$ cat config.mk
export PLATFORM = sky130hd
export DESIGN_NAME = parking_gate_scheduler
export DESIGN_NICKNAME = d
export VERILOG_FILES = /design/src/rtl/parking_pkg.sv /design/src/rtl/parking_gate_scheduler_tracker.sv /design/src/rtl/parking_gate_scheduler.sv
export SDC_FILE = /design/constraint.sdc
export NUM_CORES = 1
export LEC_CHECK = 0
export ABC_AREA = 1
export CORE_MARGIN = 5
export CORE_UTILIZATION = 50
export CTS_CLUSTER_SIZE = 20
export DETAILED_ROUTE_END_ITERATION = 10
export PLACE_DENSITY = 0.71
export SYNTH_ARGS = -nofsm -noshare
export SYNTH_HDL_FRONTEND = slang
export SYNTH_SLANG_ARGS = --single-unit
$ cat constraint.sdc
create_clock -name clk -period 1.96 [get_ports clk]
set_input_delay 0.196 -clock clk [delete_from_list [all_inputs] [get_ports clk]]
set_output_delay 0.196 -clock clk [all_outputs]
set_load 0.01 [all_outputs]
$ cat src/rtl/parking_pkg.sv
// Shared types and constants for the parking gate scheduler and its laser tracker.
package parking_pkg;

    localparam int unsigned CNT_W = 7;

    localparam logic [1:0] L_NONE = 2'b00;
    localparam logic [1:0] L_OUT  = 2'b01;
    localparam logic [1:0] L_BOTH = 2'b11;
    localparam logic [1:0] L_IN   = 2'b10;

    typedef enum logic [1:0] {
        IDLE,
        OPEN_IN,
        OPEN_OUT,
        CLOSE
    } ctrl_state_t;

    typedef enum logic [2:0] {
        T_IDLE,
        IN1,
        IN2,
        IN3,
        OUT1,
        OUT2,
        OUT3
    } trk_state_t;

endpackage

$ cat src/rtl/parking_gate_scheduler_tracker.sv
// Follows the outer/inner laser pair and reports completed passes in either
// direction, or a car that backed out, as one-cycle registered pulses.
module laser_seq_tracker
    import parking_pkg::*;
(
    input  logic       clk,
    input  logic       rst,
    input  logic [1:0] lasers,
    output logic       done_in,
    output logic       done_out,
    output logic       back
);

    trk_state_t state, state_n;
    logic       done_in_n, done_out_n, back_n;

    always_ff @(posedge clk or posedge rst) begin
        if (rst) begin
            state    <= T_IDLE;
            done_in  <= 1'b0;
            done_out <= 1'b0;
            back     <= 1'b0;
        end else begin
            state    <= state_n;
            done_in  <= done_in_n;
            done_out <= done_out_n;
            back     <= back_n;
        end
    end

    // Non-adjacent codes leave the state untouched.
    always_comb begin
        state_n    = state;
        done_in_n  = 1'b0;
        done_out_n = 1'b0;
        back_n     = 1'b0;
        case (state)
            T_IDLE: begin
                if (lasers == L_OUT)      state_n = IN1;
                else if (lasers == L_IN)  state_n = OUT1;
            end
            IN1: begin
                if (lasers == L_BOTH)     state_n = IN2;
                else if (lasers == L_NONE) begin
                    back_n  = 1'b1;
                    state_n = T_IDLE;
                end
            end
            IN2: begin
                if (lasers == L_IN)       state_n = IN3;
                else if (lasers == L_OUT) state_n = IN1;
                else if (lasers == L_NONE) begin
                    back_n  = 1'b1;
                    state_n = T_IDLE;
                end
            end
            IN3: begin
                if (lasers == L_BOTH)     state_n = IN2;
                else if (lasers == L_NONE) begin
                    done_in_n = 1'b1;
                    state_n   = T_IDLE;
                end
            end
            OUT1: begin
                if (lasers == L_BOTH)     state_n = OUT2;
                else if (lasers == L_NONE) begin
                    back_n  = 1'b1;
                    state_n = T_IDLE;
                end
            end
            OUT2: begin
                if (lasers == L_OUT)      state_n = OUT3;
                else if (lasers == L_IN)  state_n = OUT1;
                else if (lasers == L_NONE) begin
                    back_n  = 1'b1;
                    state_n = T_IDLE;
                end
            end
            OUT3: begin
                if (lasers == L_BOTH)     state_n = OUT2;
                else if (lasers == L_NONE) begin
                    done_out_n = 1'b1;
                    state_n    = T_IDLE;
                end
            end
            default: state_n = T_IDLE;
        endcase
    end

endmodule

$ cat src/rtl/parking_gate_scheduler.sv
// Round-robin owner of the shared barrier gate: grants entry/exit lanes,
// tracks the pass via the laser tracker and keeps the occupancy count.
module parking_gate_scheduler
    import parking_pkg::*;
#(
    parameter int unsigned CAPACITY     = 20,
    parameter int unsigned OPEN_TIMEOUT = 1000,
    parameter int unsigned CLOSE_CYC    = 8
) (
    input  logic             clk,
    input  logic             rst,
    input  logic             entry_req,
    input  logic             exit_req,
    input  logic [1:0]       lasers,
    output logic             gate_open,
    output logic [1:0]       grant,
    output logic [CNT_W-1:0] count,
    output logic             full,
    output logic             car_in,
    output logic             car_out,
    output logic             abort,
    output logic             timeout_err,
    output logic             intrusion
);

    localparam int unsigned TMR_W = $clog2(OPEN_TIMEOUT + CLOSE_CYC + 1);

    ctrl_state_t      state, state_n;
    logic [TMR_W-1:0] timer, timer_n;
    logic [CNT_W-1:0] count_n;
    logic [1:0]       lasers_q, grant_n;
    logic             last_exit, last_exit_n;
    logic             gate_open_n, full_n;
    logic             car_in_n, car_out_n, abort_n, timeout_n, intrusion_n;
    logic             done_in, done_out, back;
    logic             entry_ok, exit_ok, lasers_still;

    laser_seq_tracker u_tracker (
        .clk      (clk),
        .rst      (rst),
        .lasers   (lasers),
        .done_in  (done_in),
        .done_out (done_out),
        .back     (back)
    );

    assign entry_ok     = entry_req & ~full;
    assign exit_ok      = exit_req;
    assign lasers_still = (lasers == lasers_q);

    always_ff @(posedge clk or posedge rst) begin
        if (rst) begin
            state       <= IDLE;
            timer       <= '0;
            count       <= '0;
            full        <= 1'b0;
            lasers_q    <= L_NONE;
            last_exit   <= 1'b1;
            gate_open   <= 1'b0;
            grant       <= 2'b00;
            car_in      <= 1'b0;
            car_out     <= 1'b0;
            abort       <= 1'b0;
            timeout_err <= 1'b0;
            intrusion   <= 1'b0;
        end else begin
            state       <= state_n;
            timer       <= timer_n;
            count       <= count_n;
            full        <= full_n;
            lasers_q    <= lasers;
            last_exit   <= last_exit_n;
            gate_open   <= gate_open_n;
            grant       <= grant_n;
            car_in      <= car_in_n;
            car_out     <= car_out_n;
            abort       <= abort_n;
            timeout_err <= timeout_n;
            intrusion   <= intrusion_n;
        end
    end

    // Timer counts idle-laser cycles while open and hold-off cycles while closed.
    always_comb begin
        state_n     = state;
        timer_n     = timer;
        count_n     = count;
        last_exit_n = last_exit;
        car_in_n    = 1'b0;
        car_out_n   = 1'b0;
        abort_n     = 1'b0;
        timeout_n   = 1'b0;
        intrusion_n = 1'b0;
        case (state)
            IDLE: begin
                timer_n = '0;
                if (done_in || done_out) intrusion_n = 1'b1;
                if (entry_ok && (!exit_ok || last_exit)) begin
                    state_n     = OPEN_IN;
                    last_exit_n = 1'b0;
                end else if (exit_ok) begin
                    state_n     = OPEN_OUT;
                    last_exit_n = 1'b1;
                end
            end
            OPEN_IN, OPEN_OUT: begin
                timer_n = lasers_still ? timer + TMR_W'(1) : '0;
                if (state == OPEN_IN && done_in) begin
                    count_n  = count + CNT_W'(1);
                    car_in_n = 1'b1;
                    state_n  = CLOSE;
                end else if (state == OPEN_OUT && done_out) begin
                    count_n   = (count == '0) ? count : count - CNT_W'(1);
                    car_out_n = 1'b1;
                    state_n   = CLOSE;
                end else if (back || done_in || done_out) begin
                    abort_n = 1'b1;
                    state_n = CLOSE;
                end else if (lasers_still && timer == TMR_W'(OPEN_TIMEOUT - 1)) begin
                    timeout_n = 1'b1;
                    state_n   = CLOSE;
                end
                if (state_n == CLOSE) timer_n = '0;
            end
            CLOSE: begin
                if (timer == TMR_W'(CLOSE_CYC - 1)) begin
                    state_n = IDLE;
                    timer_n = '0;
                end else begin
                    timer_n = timer + TMR_W'(1);
                end
            end
            default: state_n = IDLE;
        endcase
        gate_open_n = (state_n == OPEN_IN) || (state_n == OPEN_OUT);
        grant_n     = {state_n == OPEN_OUT, state_n == OPEN_IN};
        full_n      = (count_n == CNT_W'(CAPACITY));
    end

endmodule

# ---- Yosys cells after proc, flatten, opt, wreduce, memory -nomap -nowiden
# Cells that the tools add are included.
# W data, S select, Z words.
dict set report totals {
  reg_bits 37
  latchBits 0
  ramBits 0
  rom_bits 0
  in_bits 6
  out_inout_bits 16
  mem_count 0
}
dict set report op_classes {
  add_sub_neg 3
  n_mul 0
  n_div 0
  order_cmp 0
  eq_ne 20
  n_shift 0
  muxes 54
  bitwise_logic 2
  n_reduce_logical 20
}
# op n
set op_table {}
lappend op_table {{$mux W10} 3}
lappend op_table {{$pmux W10 S3} 1}
lappend op_table {{$mux W7} 4}
lappend op_table {{$mux W3} 9}
lappend op_table {{$mux W1} 26}
lappend op_table {{$mux W2} 8}
lappend op_table {{$pmux W3 S5} 1}
lappend op_table {{$eq A2 B2 Y1 const B} 6}
lappend op_table {{$add A10 B1 Y10 const B} 1}
lappend op_table {{$eq A10 B10 Y1 const B} 1}
lappend op_table {{$eq A10 B3 Y1 const B} 1}
lappend op_table {{$eq A3 B3 Y1 const B} 3}
lappend op_table {{$reduce_or A2 Y1} 4}
lappend op_table {{$add A7 B1 Y7 const B} 1}
lappend op_table {{$eq A7 B5 Y1 const B} 1}
lappend op_table {{$logic_not A7 Y1} 1}
lappend op_table {{$sub A7 B1 Y7 const B} 1}
lappend op_table {{$eq A2 B1 Y1 const B} 3}
lappend op_table {{$eq A3 B2 Y1 const B} 2}
lappend op_table {{$pmux W2 S3} 1}
lappend op_table {{$logic_or A1 B1 Y1} 5}
lappend op_table {{$logic_and A1 B1 Y1} 4}
lappend op_table {{$logic_not A2 Y1} 2}
lappend op_table {{$eq A3 B1 Y1 const B} 1}
lappend op_table {{other kinds (9)} 9}

# ---- Depth between registers and ports, before layout
# Gate-level depths: netlist of the first run.
dict set report logic_depth {
  word_depth 10
  depth_mapped 12
  depth_no_buf 12
}

# ---- Cells and area by module
# From an unflattened synthesis of the first run, not the netlist that was laid out.
dict set report hier_totals {
  cells_unflattened 312
  hier_area_um2 2403.6
}
# module n_inst cells_each area_each_um2
set by_module_without_submodules {}
lappend by_module_without_submodules {parking_gate_scheduler 1 253 1955.6}
lappend by_module_without_submodules {laser_seq_tracker 1 59 447.9}

# ---- Least setup slack after synthesis of the first run
# OpenSTA, ideal clock, no wires.
dict set report synth_timing {
  path_type {register to register}
  from {register timer[0]}
  to {register gate_open}
  setup_time_ns 0.113
  arrival_ns 1.603
  slack_ns 0.244
  stages_incl_launch_ff 11
  path_cell_list {dfrtp_1 ha_1 nand3_1 nor3_1 nand3_2 nand2_1 nand2_1 a22oi_2 inv_1 ha_1 inv_1}
}
dict set report synth_via {
  elab_chain_cells 10
}
# element line
set synth_lines {}
lappend synth_lines {{from (decl)} parking_gate_scheduler.sv:29} ;# logic [TMR_W-1:0] timer, timer_n;
lappend synth_lines {{from (signal assigned)} parking_gate_scheduler.sv:68} ;# timer <= timer_n;
lappend synth_lines {{$eq A10 B10 Y1} parking_gate_scheduler.sv:119} ;# end else if (lasers_still && timer == TMR_W'(OPEN_TIMEOUT - 1)) begin
lappend synth_lines {{$logic_and A1 B1 Y1} parking_gate_scheduler.sv:119}
lappend synth_lines {{$mux W2} parking_gate_scheduler.sv:119}
lappend synth_lines {{$mux W2} parking_gate_scheduler.sv:116} ;# end else if (back || done_in || done_out) begin
lappend synth_lines {{$mux W2} parking_gate_scheduler.sv:112} ;# end else if (state == OPEN_OUT && done_out) begin
lappend synth_lines {{$mux W2} parking_gate_scheduler.sv:108} ;# if (state == OPEN_IN && done_in) begin
lappend synth_lines {{$mux W2} parking_gate_scheduler.sv:94} ;# case (state)
lappend synth_lines {{$pmux W2 S3 *} parking_gate_scheduler.sv:94}
lappend synth_lines {{named net state_n[0]} parking_gate_scheduler.sv:28} ;# ctrl_state_t state, state_n;
lappend synth_lines {{$eq A2 B1 Y1 / $eq A2 B2 Y1 (equally long branches)} parking_gate_scheduler.sv:135} ;# gate_open_n = (state_n == OPEN_IN) || (state_n == OPEN_OUT);
lappend synth_lines {{$logic_or A1 B1 Y1 *} parking_gate_scheduler.sv:135}
lappend synth_lines {{named net gate_open_n} parking_gate_scheduler.sv:33} ;# logic gate_open_n, full_n;
lappend synth_lines {{to (signal assigned)} parking_gate_scheduler.sv:73} ;# gate_open <= gate_open_n;
lappend synth_lines {{to (decl)} parking_gate_scheduler.sv:15} ;# output logic gate_open,
# Mark *: on every way through the listed nets, which the timed path passes. The rest lies on a longest branch. The select of a mux whose other input is x is not followed.
# A chain may end at the register's enable or synchronous reset.

# ---- Worst setup path in the final report of the first run
dict set report layout_timing {
  from {register state[0]}
  to {register full}
}
dict set report layout_via {
  elab_chain_cells 6
}
# element line
set layout_lines {}
lappend layout_lines {{from (decl)} parking_gate_scheduler.sv:28}
lappend layout_lines {{from (signal assigned)} parking_gate_scheduler.sv:67} ;# state <= state_n;
lappend layout_lines {{$eq A2 B2 Y1} {parking_gate_scheduler.sv:94, parking_gate_scheduler.sv:112}}
lappend layout_lines {{$logic_and A1 B1 Y1} parking_gate_scheduler.sv:112}
lappend layout_lines {{$mux W7} parking_gate_scheduler.sv:112}
lappend layout_lines {{$mux W7} parking_gate_scheduler.sv:108}
lappend layout_lines {{$mux W7 *} parking_gate_scheduler.sv:94}
lappend layout_lines {{$eq A7 B5 Y1 *} parking_gate_scheduler.sv:137} ;# full_n = (count_n == CNT_W'(CAPACITY));
lappend layout_lines {{named net full_n} parking_gate_scheduler.sv:33}
lappend layout_lines {{to (signal assigned)} parking_gate_scheduler.sv:70} ;# full <= full_n;
lappend layout_lines {{to (decl)} parking_gate_scheduler.sv:18} ;# output logic full,
# Mark *: on every way through the listed nets, which the timed path passes. The rest lies on a longest branch.

==> impl_metrics.yaml, run 1 <==
yosys:
  synth_top_area_cell: "dfrtp_1"
  ys.flop_type: "dfrtp_1"
  yosysSeqAreaShare_pct: 42.0
  async_reset_ff_share_pct: 100
  syn_area_per_cell_um2: 7.59
  ys_top_cells_by_area: "dfrtp_1 41%, nand2_1 11%, nor2_1 8.2%"
  yosysWarningCount: 0
  synth_enable_flop_cells: 0
  synth_most_common_cell: "nand2_1"
  yosysTopAreaCellShare_pct: 40.8
  synth_seq_cells: 37
  synth_nets: 308
  synth_cell_types: 29
  syn_area_mm2: 0.00221
  synthCells: 291
  synth_common_cells: "67 x nand2_1, 48 x nor2_1, 45 x inv_1, 36 x dfrtp_1, 20 x nand3_1"
grt:
  grt_remaining_overflow: 0
  grt_max_degree: 38
  antenna_found_initial: 0
  track_usage_pct: 16.9
  grt_pass1_wl_mm: 8.16
  grt_pass1_vias: 1871
floorplanning:
  fp.dieArea_mm2: 0.00585
  io_pins: 22
  initial_core_util_pct: 51.1
  die_w_um: 76.5
  core_area_mm2: 0.00432
  rows: 24
  die-height_um: 76.5
route:
  wire_per_inst_um: 11.6
  dr_total_vias: 1958
  drc: 0
  ant_nets: 0
  dr.pass1.iters: 4
  vias_per_cell: 5.11
  drt_iter0_drc: 99
  wl_mm: 4.45
timing:
  tightest_slew_ps: 454
  skew_ps: 6.55
  report.final.slew_viol_count: 0
  setup_viol: 0
  rsz0062_at_grt: "false"
  fin_tns_setup_ps: 0
  fin_crit_sh_pct: 91.6
  slew_headroom_pct: 69.7
  fmax_mhz: 557
  hold_violations: 0
  period_needed_ps: 1800
job:
  drv_cap: 0
setup_path:
  cp-end-kind: "register"
  cp.required_ps: 2190
  critPathKind: "register to register"
  cp_max_fo: 5
  crit_path_start_kind: "register"
  reg2regPathDepth: 12
  arrival_ps: 2020
hold_path:
  holdCritPathClass: "primary input to asynchronous set/reset pin"
cts:
  hold_buffers: 0
  htreeDepth: 2
  clock_latency_ps: 290
  clkTransAtPathRegs_ps: 80
  cts_num_sinks: 37
  cts_tree: "done"
  ctsRootBufferMaster: "clkbuf_8"
  clockBufferDepth: 2
  cts_buffers: 5
layout:
  syn2layout_area_growth_pct: 23.7
  multi_input_area_mm2: 0.00113
  fillers: 409
  regArea_um2: 927
  nets: 347
  n_antenna_cell: 0
  final_cells: 383
  drive_gt1_share_pct: 14.2
  fin_area_mm2: 0.00273
placed_design:
  io_buffers: 21
  place.gp.congestion: 0.921
  placed_area_mm2: 0.00254
  place_inst: 373
  dp_hpwl_mm: 3.33
power_and_ir_drop:
  leakage_nw: 1.36
  powerDensity_mw_per_mm2: 1170
  power_mw: 3.19
  max-vdd-ir-drop_v: 0.000615
outcome:
  status: "finished clean"
-- timing repair --
item                                    CTS  global route
buffers inserted                          0             2
endpoints found under the setup margin    0             3
gates resized for setup                   0            12
-- layout by cell type, fill, tap and decap left out, types with 3 or more instances in the layout --
cell             Yosys  final
nor2_4               3      3
nor2_1              48     46
nand2_2              2      4
nand4_1              5      5
ha_1                11      9
clkdlybuf4s50_1      0     21
inv_1               45     44
clkbuf_8             0      5
o21ai_0             12     11
dfrtp_1             36     36
buf_4                0     13
xor2_1               6      6
nand3_2              2      3
a21oi_1              6      6
o211ai_1             3      3
nand2_1             67     65
nor3_1               7      6
nand3_1             20     19
-- cells by family (layout without fill, tap and decap cells) --
kind of cell               count (synthesis)  count (layout)  synth area share, %
AOI/OAI and AO/OA                         28              28                 8.15
and+or+nand+nor                          159             159                 31.7
buffers and inverters                     48              88                 8.83
adders and majority gates                 11              11                 6.23
xor gates and xnor gates                   8               8                 3.17
DFF                                       37              37                 42.0
-- worst max-delay path: stages (launching register included) --
cell and delay, ps:
dfrtp_1 380, buf_4 160, ha_1 200, nand2_2 130, nand2_2 90, nor2_2 130, nand2_1 60, nand2_1 60
nand2_1 50, nand2_1 80, nand2_1 60, nand3b_1 180, nor2_1 140
-- final cells by class --
type,count,share of cell area (%)
well taps,52,2.38
flip-flops and latches,37,33.9
inverters,46,6.32
clock inverters,3,2.38
multi-input cells,206,41.2
repair buffers,34,11.3
clock buffers,5,2.52
-- power by group --
group / internal (mW) / switching [mW] / leakage (nW) / total (mW)
registers: 0.914 / 0.118 / 0.472 / 1.03
clock network: 0.505 / 0.277 / 0.0681 / 0.782
logic: 0.596 / 0.778 / 0.820 / 1.37
total: 2.02 / 1.17 / 1.36 / 3.19
-- through the flow --
step / hold slack [ps] / util (%) / setup WS, ps
6_report: 307 / 63.2 / 165
5_1_grt: 381 / 63.2 / 17.3
4_1_cts: 322 / 62.0 / 50.7
3_5_place_dp: 503 / 58.9 / -30.7
3_3_place_gp: 480 / 58.9 / 59.9
2_1_floorplan: 227 / - / 244
-- state kept, by name (all words and copies together) (netlist names), 2 cells and up --
signal	flops
timer	10
count	7
u_tracker.state	3
grant	2
lasers_q	2
state	2
-- path summary, 6_finish.rpt --
kind	start	end	slack, ps
setup reg to reg	state[0]$_DFF_PP0_	full$_DFF_PP0_	160
max in group asynchronous	rst	last_exit$_DFFE_PP1P_	1310
setup / recovery	state[0]$_DFF_PP0_	full$_DFF_PP0_	160
hold / removal	rst	timer[4]$_DFF_PP0_	310
min in group clk	lasers[0]	lasers_q[0]$_DFF_PP0_	440
hold reg to reg	u_tracker.state[0]$_DFFE_PP0P_	u_tracker.done_out$_DFF_PP0_	510
-- per-layer routing --
metal | vias up | share of wire, % | routed length [µm] | track usage (%)
met5 | - | 0 | 0 | 0
met4 | 0 | 2.6 | 114 | 7.52
met3 | 10 | 5.3 | 235 | 3.31
met2 | 48 | 47 | 2100 | 28.4
met1 | 910 | 45 | 1990 | 20.7
li1 | 990 | - | - | -
Note: power is estimated with default switching activity, not from simulation.
==> run 2: changes to the inputs <==
--- a/config.mk
+++ b/config.mk
@@ -6,7 +6,6 @@
 export NUM_CORES = 1
 export LEC_CHECK = 0
 export ABC_AREA = 1
-export CORE_MARGIN = 5
 export CORE_UTILIZATION = 50
 export CTS_CLUSTER_SIZE = 20
 export DETAILED_ROUTE_END_ITERATION = 10
==> run 2 against run 1 <==
  * Sequential cell count is the same
  * Sequential share of layout area grew 1.1 points
  * Routed wire length shrank 3.3%
  * First-iteration DRC count shrank 34%
  * Setup slack lost 17 ps
  * Register-to-register slack lost 20 ps
  * Highest routed layer unchanged
  * Clock skew grew 1.3 ps
  * Critical endpoint unchanged
  * Core utilization grew 1.2 points
  * Combinational power shrank 4%
  * Critical path type unchanged
  * Via count shrank 2.8%
  * Clock power shrank 33%
==> impl_metrics.yaml, run 2 (same netlist as run 1, synthesis figures left out) <==
outcome:
  status: "finished clean"
hold_path:
  holdCritPathClass: "primary input to asynchronous set/reset pin"
setup_path:
  path_delay_family: "simple AND/OR/NAND/NOR gates"
  reg2reg_from: "state[0]$_DFF_PP0_"
  worst-path-buf-inv: 1
  cp.required_ps: 2180
  reg2reg_to: "full$_DFF_PP0_"
  reg2regPathDepth: 12
  cp-end-kind: "register"
  crit_end: "full$_DFF_PP0_"
  critical-path-max-stage-delay_ps: 390
  critPathKind: "register to register"
  crit_cells: 12
  regToRegSetupSlack_ps: 150
  crit_path_start_kind: "register"
  cp_slowest_cell: "dfrtp_1"
  crit_path_start: "state[0]$_DFF_PP0_"
  crit_top_cell: "nand2_1"
  crit_chain: "buf_4 > ha_1 > nand2_1 > nand2_1 > nor2_2 > nand2_1 > nand2_1 > nand2_1 > nand2_1 > nand2_1 > nand3b_1 > nor2_1"
  arrival_ps: 2040
  cp_max_fo: 5
floorplanning:
  io_pins: 22
  die-height_um: 68.5
  core_area_mm2: 0.00412
  die_w_um: 68.5
  initial_core_util_pct: 53.7
  rows: 23
  fp.dieArea_mm2: 0.00469
route:
  wire_per_inst_um: 11.3
  dr.pass1.iters: 4
  drt_iter0_drc: 65
  dr_total_vias: 1904
  drc: 0
  ant_nets: 0
  wl_mm: 4.30
  vias_per_cell: 5.02
cts:
  cts_tree: "done"
  hold_buffers: 0
  clkTransAtPathRegs_ps: 80
  clockBufferDepth: 2
  cts_num_sinks: 37
  ctsRootBufferMaster: "clkbuf_8"
  clock_latency_ps: 290
  htreeDepth: 2
  cts_buffers: 5
timing:
  fin_tns_setup_ps: 0
  report.final.slew_viol_count: 0
  period_needed_ps: 1810
  skew_ps: 7.90
  tightest_slew_ps: 467
  hold_violations: 0
  fmax_mhz: 552
  slew_headroom_pct: 68.8
  rsz0062_at_grt: "false"
  fin_crit_sh_pct: 92.5
  setup_viol: 0
layout:
  regMostFlops: "timer"
  final_common_cell: "nand2_1"
  nets: 345
  final_cell_mix: "67 x nand2_1, 46 x nor2_1, 45 x inv_1, 36 x dfrtp_1, 21 x clkdlybuf4s50_1"
  drive_gt1_share_pct: 12.5
  largest_reg_flops: 10
  n_antenna_cell: 0
  postLayoutCoreUtil_pct: 64.4
  fin_area_mm2: 0.00265
  top_regs: "timer: 10 flops, count: 7 flops, u_tracker.state: 3 flops"
  syn2layout_area_growth_pct: 19.9
grt:
  track_usage_pct: 21.8
  globalRouteMet2Util_pct: 33.9
  grt_remaining_overflow: 0
  met1_usage_pct: 29.2
  met3_usage_pct: 5.00
  antenna_found_initial: 0
  grt_pass1_vias: 1776
  grt_max_degree: 38
  top_usage_layer: "met2"
  grt_pass1_wl_mm: 7.47
power_and_ir_drop:
  leakage_nw: 1.32
  powerDensity_mw_per_mm2: 1080
  max-vdd-ir-drop_v: 0.000538
placed_design:
  placed_area_mm2: 0.00254
  io_buffers: 21
  place.gp.congestion: 0.851
  dp_hpwl_mm: 3.23
job:
  drv_cap: 0
-- run 2: worst min path at each step --
stage | start | to | slack [ps] | cells after the start
floorplan | lasers[0] | lasers_q[0]$_DFF_PP0_ | 230 | 0
global placement | u_tracker.state[0]$_DFFE_PP0P_ | u_tracker.done_out$_DFF_PP0_ | 480 | 1
detailed placement | u_tracker.state[0]$_DFFE_PP0P_ | u_tracker.done_out$_DFF_PP0_ | 480 | 1
CTS | rst | timer[5]$_DFF_PP0_ | 320 | 3
global route | rst | intrusion$_DFF_PP0_ | 380 | 3
finish | rst | timer[8]$_DFF_PP0_ | 310 | 3
-- run 2: worst min-delay path, delay by kind of cell --
family / cells / cell delay, ps
buffers and inverters: 3 / 840
-- run 2: stage by stage --
| step | hold slack, ps | worst slack, ps | instances | power [mW] |
|---|---|---|---|---|
| after floorplan | 227 | 244 | 291 | 1.89 |
| after global placement | 478 | 42.6 | 371 | 2.31 |
| after detailed placement | 483 | 12.3 | 371 | 2.34 |
| after CTS | 320 | 116 | 379 | 2.87 |
| after global routing | 377 | 9.60 | 379 | 3.14 |
| final | 306 | 148 | 379 | 2.86 |
-- run 2: where the power goes --
| part | leakage, nW | switching [mW] | internal [mW] |
|---|---|---|---|
| Sequential | 0.472 | 0.117 | 0.914 |
| Combinational | 0.807 | 0.747 | 0.561 |
| Clock | 0.0439 | 0.276 | 0.245 |
| Total | 1.32 | 1.14 | 1.72 |
-- run 2: per-layer routing --
metal	up-vias	wire (µm)
met3	7	171
met5	-	0
met2	39	1990
met1	867	2080
li1	991	-
met4	0	53
-- run 2: timing repair --
item | in CTS | in global routing
setup endpoints to repair | 0 | 2
resized for setup | 0 | 7
setup buffers | 0 | 0
endpoints found under the hold margin | 0 | 0
-- run 2: layout make-up --
type	count	area, µm²
Clock buffer	5	68.8
Multi-Input combinational cell	206	1110
Sequential cell	37	927
Clock inverter	3	17.5
Inverter	46	173
Timing Repair Buffer	32	293
Tap cell	50	62.6
Fill cell	371	1470
==> run 3: changes to the inputs <==
--- a/config.mk
+++ b/config.mk
@@ -9,7 +9,7 @@
 export CORE_UTILIZATION = 50
 export CTS_CLUSTER_SIZE = 20
 export DETAILED_ROUTE_END_ITERATION = 10
-export PLACE_DENSITY = 0.71
+export PLACE_DENSITY = 0.74
 export SYNTH_ARGS = -nofsm -noshare
 export SYNTH_HDL_FRONTEND = slang
 export SYNTH_SLANG_ARGS = --single-unit
==> constraint.sdc (replaced) <==
create_clock -name clk -period 1.6 [get_ports clk]
set_input_delay 0.16 -clock clk [delete_from_list [all_inputs] [get_ports clk]]
set_output_delay 0.16 -clock clk [all_outputs]
set_load 0.01 [all_outputs]
==> run 3 against run 2 <==
  * The flow now finishes with violations (negative setup slack)
  * Critical path type unchanged
  * Clock-buffer cell count rose by 1
  * Maximum frequency rose by 9.4%
  * Power rose by 46%
  * Core utilization rose by 10 points
  * Largest power group unchanged
  * Critical path depth is 2 lower
  * Clock skew shrank 5.3 ps
  * Die area unchanged
  * Hold slack got worse by 96 ps
  * Highest routed layer unchanged
  * Critical endpoint unchanged
==> impl_metrics.yaml, run 3 (same netlist as run 1, synthesis figures left out) <==
outcome:
  status: "complete, but fails checks"
  violations: "negative setup slack"
setup_path:
  arrival_ps: 1890
  reg2reg_from: "state[0]$_DFF_PP0_"
  cp.required_ps: 1830
  cp_max_fo: 6
  crit_path_start_kind: "register"
  reg2regPathDepth: 10
  cp-end-kind: "register"
  regToRegSetupSlack_ps: -60
  reg2reg_to: "full$_DFF_PP0_"
  critPathKind: "register to register"
power_and_ir_drop:
  clkPwrFrac_pct: 19.5
  comb_power_share_pct: 49.9
  powerDensity_mw_per_mm2: 1360
  power_mw: 4.17
  p_int_mw: 2.56
  swShare_pct: 38.7
  max-vdd-ir-drop_v: 0.000641
  leakage_nw: 1.52
  p_seq_share_pct: 30.6
  switchingPower_mw: 1.62
route:
  wl_mm: 5.19
  dr_total_vias: 2128
  wire_per_inst_um: 12.5
  dr.pass1.iters: 6
  ant_nets: 0
  route.met3.wl_um: 214
  top_layer: "met4"
  drc: 0
  wl_met2_mm: 2.61
  drt_iter0_drc: 133
  wl_met1_mm: 2.22
  vias_per_cell: 5.14
floorplanning:
  die_w_um: 68.5
  io_pins: 22
  die-height_um: 68.5
  rows: 23
  fp.dieArea_mm2: 0.00469
  core_area_mm2: 0.00412
  initial_core_util_pct: 53.7
placed_design:
  placed_area_mm2: 0.00280
  io_buffers: 21
  place_inst: 400
  dp_hpwl_mm: 3.49
  place.gp.congestion: 0.858
grt:
  track_usage_pct: 24.9
  grt_max_degree: 38
  antenna_found_initial: 0
  grt_pass1_vias: 1958
  grt_remaining_overflow: 0
  grt_pass1_wl_mm: 8.42
cts:
  cts_buffers: 5
  clkTransAtPathRegs_ps: 70
  hold_buffers: 0
  clock_latency_ps: 290
  ctsRootBufferMaster: "clkbuf_8"
  cts_tree: "done"
  htreeDepth: 2
  clockBufferDepth: 2
  cts_num_sinks: 37
hold_path:
  holdCritPathClass: "primary input to asynchronous set/reset pin"
layout:
  final_cell_mix: "62 x nand2_1, 44 x buf_4, 41 x nor2_1, 37 x inv_1, 33 x dfrtp_1"
  final_common_cell: "nand2_1"
  regArea_um2: 931
  postLayoutCoreUtil_pct: 74.5
  multi_input_area_mm2: 0.00123
  nets: 380
  final_cells: 414
  n_antenna_cell: 0
  largest_reg_flops: 10
  regMostFlops: "timer"
  fin_area_mm2: 0.00307
  fillers: 300
  syn2layout_area_growth_pct: 38.8
  drive_gt1_share_pct: 28.0
  top_regs: "timer: 10 flops, count: 7 flops, u_tracker.state: 3 flops"
timing:
  setup_viol: 2
  period_needed_ps: 1660
  rsz0062_at_grt: "true"
  fin_crit_sh_pct: 104
  worst_slack_ps: -56.1
  slew_headroom_pct: 82.4
  report.final.slew_viol_count: 0
  fmax_mhz: 604
  hold_violations: 0
  tightest_slew_ps: 262
  fin_tns_setup_ps: -73.2
  skew_ps: 2.61
job:
  drv_cap: 0
[run 3: how the worst max path moves through the flow]
stage	from	to	slack (ps)	cells past startpoint
detailed placement	lasers[1]	gate_open$_DFF_PP0_	-310	11
CTS	state[0]$_DFF_PP0_	full$_DFF_PP0_	-20	11
global placement	lasers[1]	gate_open$_DFF_PP0_	-270	11
global route	state[0]$_DFF_PP0_	full$_DFF_PP0_	-240	10
floorplan	timer[0]$_DFF_PP0_	gate_open$_DFF_PP0_	-40	10
finish	state[0]$_DFF_PP0_	full$_DFF_PP0_	-60	10
[run 3: power groups by stage]
stage	Clock, mW	Sequential [mW]	Combinational (mW)
6_report	0.814	1.28	2.08
5_1_grt	0.862	1.31	2.32
4_1_cts	0.836	1.27	1.98
3_5_place_dp	0	1.28	1.86
3_3_place_gp	0	1.28	1.83
2_1_floorplan	0	1.32	1.04
[run 3: what timing repair did]
| item | in CTS | in global routing |
|---|---|---|
| pin swaps | 13 | 6 |
| gates cloned | 0 | 1 |
| setup endpoints to repair | 5 | 17 |
| buffers inserted | 2 | 3 |
| gates resized for setup | 20 | 21 |
[run 3: metal layers]
| metal | global-route usage [%] | vias to the layer above |
|---|---|---|
| met4 | 11.2 | 0 |
| met3 | 5.50 | 17 |
| met1 | 30.6 | 985 |
| met5 | 0 | - |
| li1 | - | 1067 |
| met2 | 41.4 | 59 |
[run 3: critical path: stages (launching register included)]
cell and delay (ps):
dfrtp_1 430, inv_2 130, ha_4 180, nand2_8 80
nor2_4 140, nand3_1 100, nand2_1 100, nand2_1 80
a21oi_2 150, nand3_1 90, nor2_1 100
[run 3: metrics by stage]
stage | setup WS [ps] | hold WS, ps
CTS | -22.8 | 219
floorplan | -44.1 | 191
global route | -242 | 236
global placement | -269 | 479
finish | -56.1 | 210
detailed placement | -306 | 487
[run 3: final cells by class]
class / count / area share, %
sequential: 37 / 30.4
clock inverter: 2 / 1.26
inverter: 46 / 5.71
tap: 50 / 2.04
clock buffer: 6 / 2.37
multi-input combinational: 207 / 40.0
timing repair buffer: 66 / 18.3
